## src/rtl/qed_seq_pkg.sv

```systemverilog
// Shared opcodes, sequencer state and instruction field layout for the QED duplication front end.
package qed_seq_pkg;

   localparam logic [6:0] OP_R     = 7'b0110011;
   localparam logic [6:0] OP_IALU  = 7'b0010011;
   localparam logic [6:0] OP_LOAD  = 7'b0000011;
   localparam logic [6:0] OP_STORE = 7'b0100011;
   localparam logic [6:0] OP_LUI   = 7'b0110111;
   localparam logic [6:0] OP_AUIPC = 7'b0010111;

   typedef enum logic {
      ORIG  = 1'b0,
      DRAIN = 1'b1
   } seq_state_t;

   // R-type view; other formats reuse the same bit positions for their immediates.
   typedef struct packed {
      logic [6:0] funct7;
      logic [4:0] rs2;
      logic [4:0] rs1;
      logic [2:0] funct3;
      logic [4:0] rd;
      logic [6:0] opcode;
   } rv_instr_t;

   function automatic logic is_dup_class(input logic [6:0] op);
      case (op)
         OP_R, OP_IALU, OP_LOAD, OP_STORE, OP_LUI, OP_AUIPC: return 1'b1;
         default:                                            return 1'b0;
      endcase
   endfunction

endpackage

```

## src/rtl/qed_modify_ins.sv

```systemverilog
// Rewrites a duplicable instruction onto the shadow register half and shadow memory partition.
// Purely combinational; x0 operands are left untouched.
module qed_modify_ins
   import qed_seq_pkg::*;
#(
   parameter int REG_ADDR_W   = 5,
   parameter int MEM_PART_BIT = 6
) (
   input  logic [31:0] instr,
   output logic [31:0] instr_mod
);

   function automatic logic [REG_ADDR_W-1:0] shadow_reg(input logic [REG_ADDR_W-1:0] r);
      return (r == '0) ? '0 : {1'b1, r[REG_ADDR_W-2:0]};
   endfunction

   function automatic logic [11:0] shadow_imm(input logic [11:0] imm);
      logic [11:0] part_bit;
      part_bit = 12'd1 << MEM_PART_BIT;
      return part_bit | (imm & (part_bit - 12'd1));
   endfunction

   rv_instr_t in_f;
   rv_instr_t out_f;

   assign in_f      = instr;
   assign instr_mod = out_f;

   always_comb begin
      out_f = in_f;
      case (in_f.opcode)
         OP_R: begin
            out_f.rd  = shadow_reg(in_f.rd);
            out_f.rs1 = shadow_reg(in_f.rs1);
            out_f.rs2 = shadow_reg(in_f.rs2);
         end
         OP_IALU: begin
            out_f.rd  = shadow_reg(in_f.rd);
            out_f.rs1 = shadow_reg(in_f.rs1);
         end
         OP_LOAD: begin
            out_f.rd                   = shadow_reg(in_f.rd);
            out_f.rs1                  = shadow_reg(in_f.rs1);
            {out_f.funct7, out_f.rs2}  = shadow_imm({in_f.funct7, in_f.rs2});
         end
         // STORE offset is split across funct7 and rd positions
         OP_STORE: begin
            out_f.rs1                  = shadow_reg(in_f.rs1);
            out_f.rs2                  = shadow_reg(in_f.rs2);
            {out_f.funct7, out_f.rd}   = shadow_imm({in_f.funct7, in_f.rd});
         end
         OP_LUI, OP_AUIPC: begin
            out_f.rd = shadow_reg(in_f.rd);
         end
         default: ;
      endcase
   end

endmodule

```

## src/rtl/qed_dup_sequencer.sv

```systemverilog
// EDDI-V sequencer: forwards originals, queues duplicables and re-issues them as shadow duplicates.
// One-cycle output register; valid/ready on both sides, input held off while draining.
module qed_dup_sequencer
   import qed_seq_pkg::*;
#(
   parameter int ILEN         = 32,
   parameter int REG_ADDR_W   = 5,
   parameter int MEM_PART_BIT = 6,
   parameter int DEPTH        = 4
) (
   input  logic                     clk,
   input  logic                     rst_n,
   input  logic                     mode,
   input  logic                     exec_dup,
   input  logic                     in_valid,
   output logic                     in_ready,
   input  logic [ILEN-1:0]          in_instr,
   output logic                     out_valid,
   input  logic                     out_ready,
   output logic [ILEN-1:0]          out_instr,
   output logic                     out_is_dup,
   output logic [$clog2(DEPTH):0]   pending
);

   localparam int AW = $clog2(DEPTH);
   localparam int PW = AW + 1;

   logic [ILEN-1:0] queue_mem [DEPTH];
   logic [AW-1:0]   wr_ptr;
   logic [AW-1:0]   rd_ptr;
   logic [PW-1:0]   count;
   seq_state_t      state;
   logic            mode_q;

   logic            in_sync;
   logic            out_loadable;
   logic            overflow;
   logic            sync_block;
   logic            accept;
   logic            push;
   logic            pop;
   logic            go_drain;
   logic [ILEN-1:0] head_mod;

   assign in_sync      = !is_dup_class(in_instr[6:0]);
   assign out_loadable = !out_valid || out_ready;
   assign overflow     = mode_q && !in_sync && (count == PW'(DEPTH));
   assign sync_block   = in_sync && (count != '0);
   assign in_ready     = (state == ORIG) && out_loadable && !overflow && !sync_block;
   assign accept       = in_valid && in_ready;
   assign push         = accept && mode_q && !in_sync;
   assign pop          = (state == DRAIN) && out_loadable;
   assign pending      = count;

   // A blocked sync instruction forces the drain so it never waits behind stale entries.
   assign go_drain = (push && (count == PW'(DEPTH - 1)))
                   || (exec_dup && (count != '0))
                   || (in_valid && in_sync && (count != '0));

   qed_modify_ins #(
      .REG_ADDR_W   (REG_ADDR_W),
      .MEM_PART_BIT (MEM_PART_BIT)
   ) u_modify (
      .instr     (queue_mem[rd_ptr]),
      .instr_mod (head_mod)
   );

   always_ff @(posedge clk) begin
      if (push) queue_mem[wr_ptr] <= in_instr;
   end

   always_ff @(posedge clk or negedge rst_n) begin
      if (!rst_n) begin
         state      <= ORIG;
         mode_q     <= 1'b0;
         wr_ptr     <= '0;
         rd_ptr     <= '0;
         count      <= '0;
         out_valid  <= 1'b0;
         out_instr  <= '0;
         out_is_dup <= 1'b0;
      end else begin
         // Mode only switches with an empty queue, so no entry is ever stranded.
         if ((state == ORIG) && (count == '0)) mode_q <= mode;

         if (push) wr_ptr <= wr_ptr + AW'(1);
         if (pop)  rd_ptr <= rd_ptr + AW'(1);

         if (push)     count <= count + PW'(1);
         else if (pop) count <= count - PW'(1);

         case (state)
            ORIG:  if (go_drain) state <= DRAIN;
            DRAIN: if (pop && (count == PW'(1))) state <= ORIG;
            default: state <= ORIG;
         endcase

         if (out_loadable) begin
            out_valid <= accept || pop;
            if (pop) begin
               out_instr  <= head_mod;
               out_is_dup <= 1'b1;
            end else if (accept) begin
               out_instr  <= in_instr;
               out_is_dup <= 1'b0;
            end
         end
      end
   end

endmodule

```

## config.mk

```make
export PLATFORM = sky130hd
export DESIGN_NAME = qed_dup_sequencer
export DESIGN_NICKNAME = d
export VERILOG_FILES = /design/src/rtl/qed_seq_pkg.sv /design/src/rtl/qed_modify_ins.sv /design/src/rtl/qed_dup_sequencer.sv
export SDC_FILE = /design/constraint.sdc
export NUM_CORES = 1
export LEC_CHECK = 0
export ABC_AREA = 1
export CORE_MARGIN = 2
export CORE_UTILIZATION = 45
export CTS_BUF_LIST = sky130_fd_sc_hd__clkbuf_4
export CTS_CLUSTER_DIAMETER = 30
export DETAILED_ROUTE_END_ITERATION = 16
export HOLD_SLACK_MARGIN = 0.05
export PLACE_DENSITY = 0.78
export SETUP_SLACK_MARGIN = 0.1
export SYNTH_ARGS = -nofsm -noshare
export SYNTH_HDL_FRONTEND = slang
export SYNTH_HIERARCHICAL = 1
export SYNTH_SLANG_ARGS = --single-unit
```

## constraint.sdc

```tcl
create_clock -name clk -period 4.2 [get_ports clk]
set_input_delay 0.84 -clock clk [delete_from_list [all_inputs] [get_ports clk]]
set_output_delay 0.84 -clock clk [all_outputs]
set_load 0.05 [all_outputs]
```

==> impl_results.md <==
- Buffers on Ports: 75
- Crit path max fanout: 6
- CTS H-tree lvls: 4
- Clk_skew: 0.0238 ns
- Placed cell area: 8220 µm²
- Post-synth EDFFs: 128
- Final net count: 806
- Critical Path End Type: output port
- DR iter-0 viols: 459
- Tmin final: 3.66 ns
- Initial antenna violation count: 1
- Routed WL per cell: 15.6 µm
- Initial Utilization: 0.462
- Die W: 132 µm
- Leak: 3.40 nW
- Worst-Skew Late Latency: 0.56 ns
- Syn_nets: 755
- Final-report hold violation count: 0
- RSZ-0062 raised after global routing: no
- Internal: 3.27 mW
- Syn_area_per_cell: 10.4 µm²
- Site row count: 46
- Sequential share of power: 0.374
- Peak Freq: 273 MHz
- Commonest cells post-synth: 230 x nand2_1, 128 x edfxtp_1, 84 x nor2_1
- Yosys warnings: 6
- WP data arrival: 2.82 ns
- Worst path top cell family by delay: buffers and inverters
- Finished Cell Area: 8540 µm²
- Post-DP HPWL: 9.47 mm
- Fin. max-slew vios: 0
- Mapped Area: 7370 µm²
- Post-CTS setup buffers: 0
- Antenna Nets Post-Route: 0
- TNS Setup: 0 ns
- WL final: 15.4 mm
- Post-Syn Instances: 708
- Post-cts resize count: 0
- Clk pwr share: 0.179
- Number of library cell types mapped by synthesis: 29
- Sequential area share after synthesis: 0.668
- Area leader, netlist: edfxtp_1
- Switching Power: 2.40 mW
- CTS Buf Count: 17
- Residual DRC: 0
- Most common cell in the netlist: nand2_1
- First-pass GRT wire length: 25.4 mm
- Ys async rst share: 0.251
- CP max-delay cell: clkdlybuf4s50_1
- CP required: 3.36 ns
- Slew HR: 0.327
- Pin count of the biggest net entering global routing: 66
- MaxCap Viol Count: 0
- Crit path buf inv count: 2
- Routed vias: 5053
- Slowest Stage Delay on Critical Path: 0.82 ns
- Synth area leaders: edfxtp_1 52%, dfrtp_1 15%, nand2_1 12%, o21ai_0 4.6%, nor2_1 4.3%
- Die height: 132 µm
- Comb pwr share: 0.447
- Setup crit start kind: input pin
- CTS root buffer: clkbuf_4
- Die area: 17400 µm²
- Synth top area share: 0.522
- Sw Ratio: 0.424
- Status: completed
- CTS tree: built
- Core Region: 15900 µm²
- Reg clk slew, reported paths: 0.12 ns
- CP Cell Sequence: clkdlybuf4s50_1 -> nor2_2 -> nand3_1 -> nand2_1 -> nand2_1 -> nor2_4 -> clkdlybuf4s50_1
- Max Root-Sink Buffers: 2
- Main synth FF type: edfxtp_1
- Worst Tran Pin Value: 1.01 ns
- Avg Vias per Cell: 5.11
- Clk sink count: 171
- Crit path kind: in -> out
- Flops & latches, synth: 171
- Total grt overflow: 0
- Hold Path Class: in -> async
- Vias in the first global route: 4911
- Number of iterations in the first detailed-routing pass: 5
- Period utilisation layout: 0.872
- Number of setup violations in the final report: 0
- Placer congestion estimate: 0.751
- Power per Cell Area: 664 nW/µm²
- Share of post-route cells with drive strength above 1: 0.0803
- Area grow syn2layout: 15.9%
- I/O pins: 76
- Max VDD drop: 0.000529 V
- Hold-fix buffers, CTS: 0
- GRT Total Usage: 0.186
==> final cells by class <==
type                    count  area [µm²]
multi-input cells         448        2050
flip-flops and latches    171        4920
repair buffers             89         851
clock inverters            13         176
well taps                 216         270
fillers                  1412        7400
inverters                  32         123
clock buffers              19         143
diodes                      1        2.50
==> path summary, 6_finish.rpt <==
| check | endpoint | cells after the start | slack [ns] | from |
|---|---|---|---|---|
| setup reg to reg | out_instr[11] | 15 | 1.62 | rd_ptr[0] |
| min in group clk | out_instr[17] | 2 | 0.48 | out_instr[17] |
| hold / removal | pending[1] | 2 | 0.36 | rst_n |
| setup / recovery | in_ready | 7 | 0.54 | in_instr[6] |
| max in group asynchronous | rd_ptr[0] | 2 | 3.40 | rst_n |
| hold reg to reg | out_instr[17] | 2 | 0.48 | out_instr[17] |
==> layer usage <==
metal | vias up | routed length (µm) | track usage
met5 | - | 0 | 0
met4 | 0 | 297 | 0.0773
met3 | 25 | 1010 | 0.0369
met2 | 194 | 7130 | 0.289
met1 | 2381 | 6970 | 0.257
li1 | 2453 | - | -
==> state kept, by name, summed over array words and instances (netlist names) <==
register	count
mode_q	1
state	1
rd_ptr	2
wr_ptr	2
out_valid	1
out_instr	32
queue_mem	128
out_is_dup	1
pending	3
==> cells by family (layout without fill, tap and decap cells) <==
logic type               after synthesis  after routing  share of synthesized area
AO/OA/AOI/OAI                        105            105                     0.0776
XOR/XNOR                               3              3                    0.00357
adder cells (fa/ha/maj)                9              9                     0.0153
buffers and inverters                 89            153                     0.0576
flip-flops                           171            171                      0.668
other                                  0              1                          0
AND/OR/NAND/NOR                      331            331                      0.178
==> worst register-to-register path: stages (launching register included) <==
cell and delay, ns:
dfrtp_2 0.43, clkinv_1 0.32, buf_4 0.48, o21ai_0 0.15
o22ai_1 0.39, inv_2 0.10, nand2_1 0.08, nor2_1 0.04
nand2_1 0.08, nand2_1 0.09, nand2_1 0.07, nand2_1 0.05
nand2_1 0.06, nand2_1 0.04, nand2_1 0.05, nand2_1 0.06
==> layout by cell type (no fill, tap or decap), types with 2 or more instances in the layout <==
cell and instances:
edfxtp_1 128, bufinv_16 4, inv_1 26, nand2_2 3, nand2_1 230, clkinvlp_4 2, inv_2 3, clkbuf_4 19
o21ai_0 67, ha_1 9, a21oi_1 2, o22ai_1 32, nor2_4 6, clkdlybuf4s50_1 74, clkinv_4 2, nand3_1 4
buf_4 14, nand4_1 3, xor2_1 3, nor2_1 80, o21ai_1 2, clkinv_1 6, dfrtp_1 42
==> per-stage QoR <==
| stage | hold WS (ns) | setup WS [ns] | cells | utilization | power, mW |
|---|---|---|---|---|---|
| 6_report | 0.364 | 0.537 | 989 | 0.536 | 5.67 |
| 3_5_place_dp | 0.458 | 0.544 | 956 | 0.516 | 4.70 |
| 5_1_grt | 0.372 | 0.388 | 989 | 0.536 | 6.05 |
| 2_1_floorplan | 0.509 | 0.533 | 708 | - | 4.10 |
| 3_3_place_gp | 0.456 | 0.562 | 956 | 0.516 | 4.65 |
| 4_1_cts | 0.332 | 0.536 | 988 | 0.536 | 5.71 |
==> power by group through the flow <==
stage | combinational [mW] | sequential, mW | clock, mW
6_report | 2.53 | 2.12 | 1.01
3_5_place_dp | 2.54 | 2.16 | 0
2_1_floorplan | 1.36 | 2.74 | 0
5_1_grt | 2.79 | 2.15 | 1.11
3_3_place_gp | 2.49 | 2.16 | 0
4_1_cts | 2.55 | 2.12 | 1.04
Note: power is estimated with default switching activity, not from simulation.
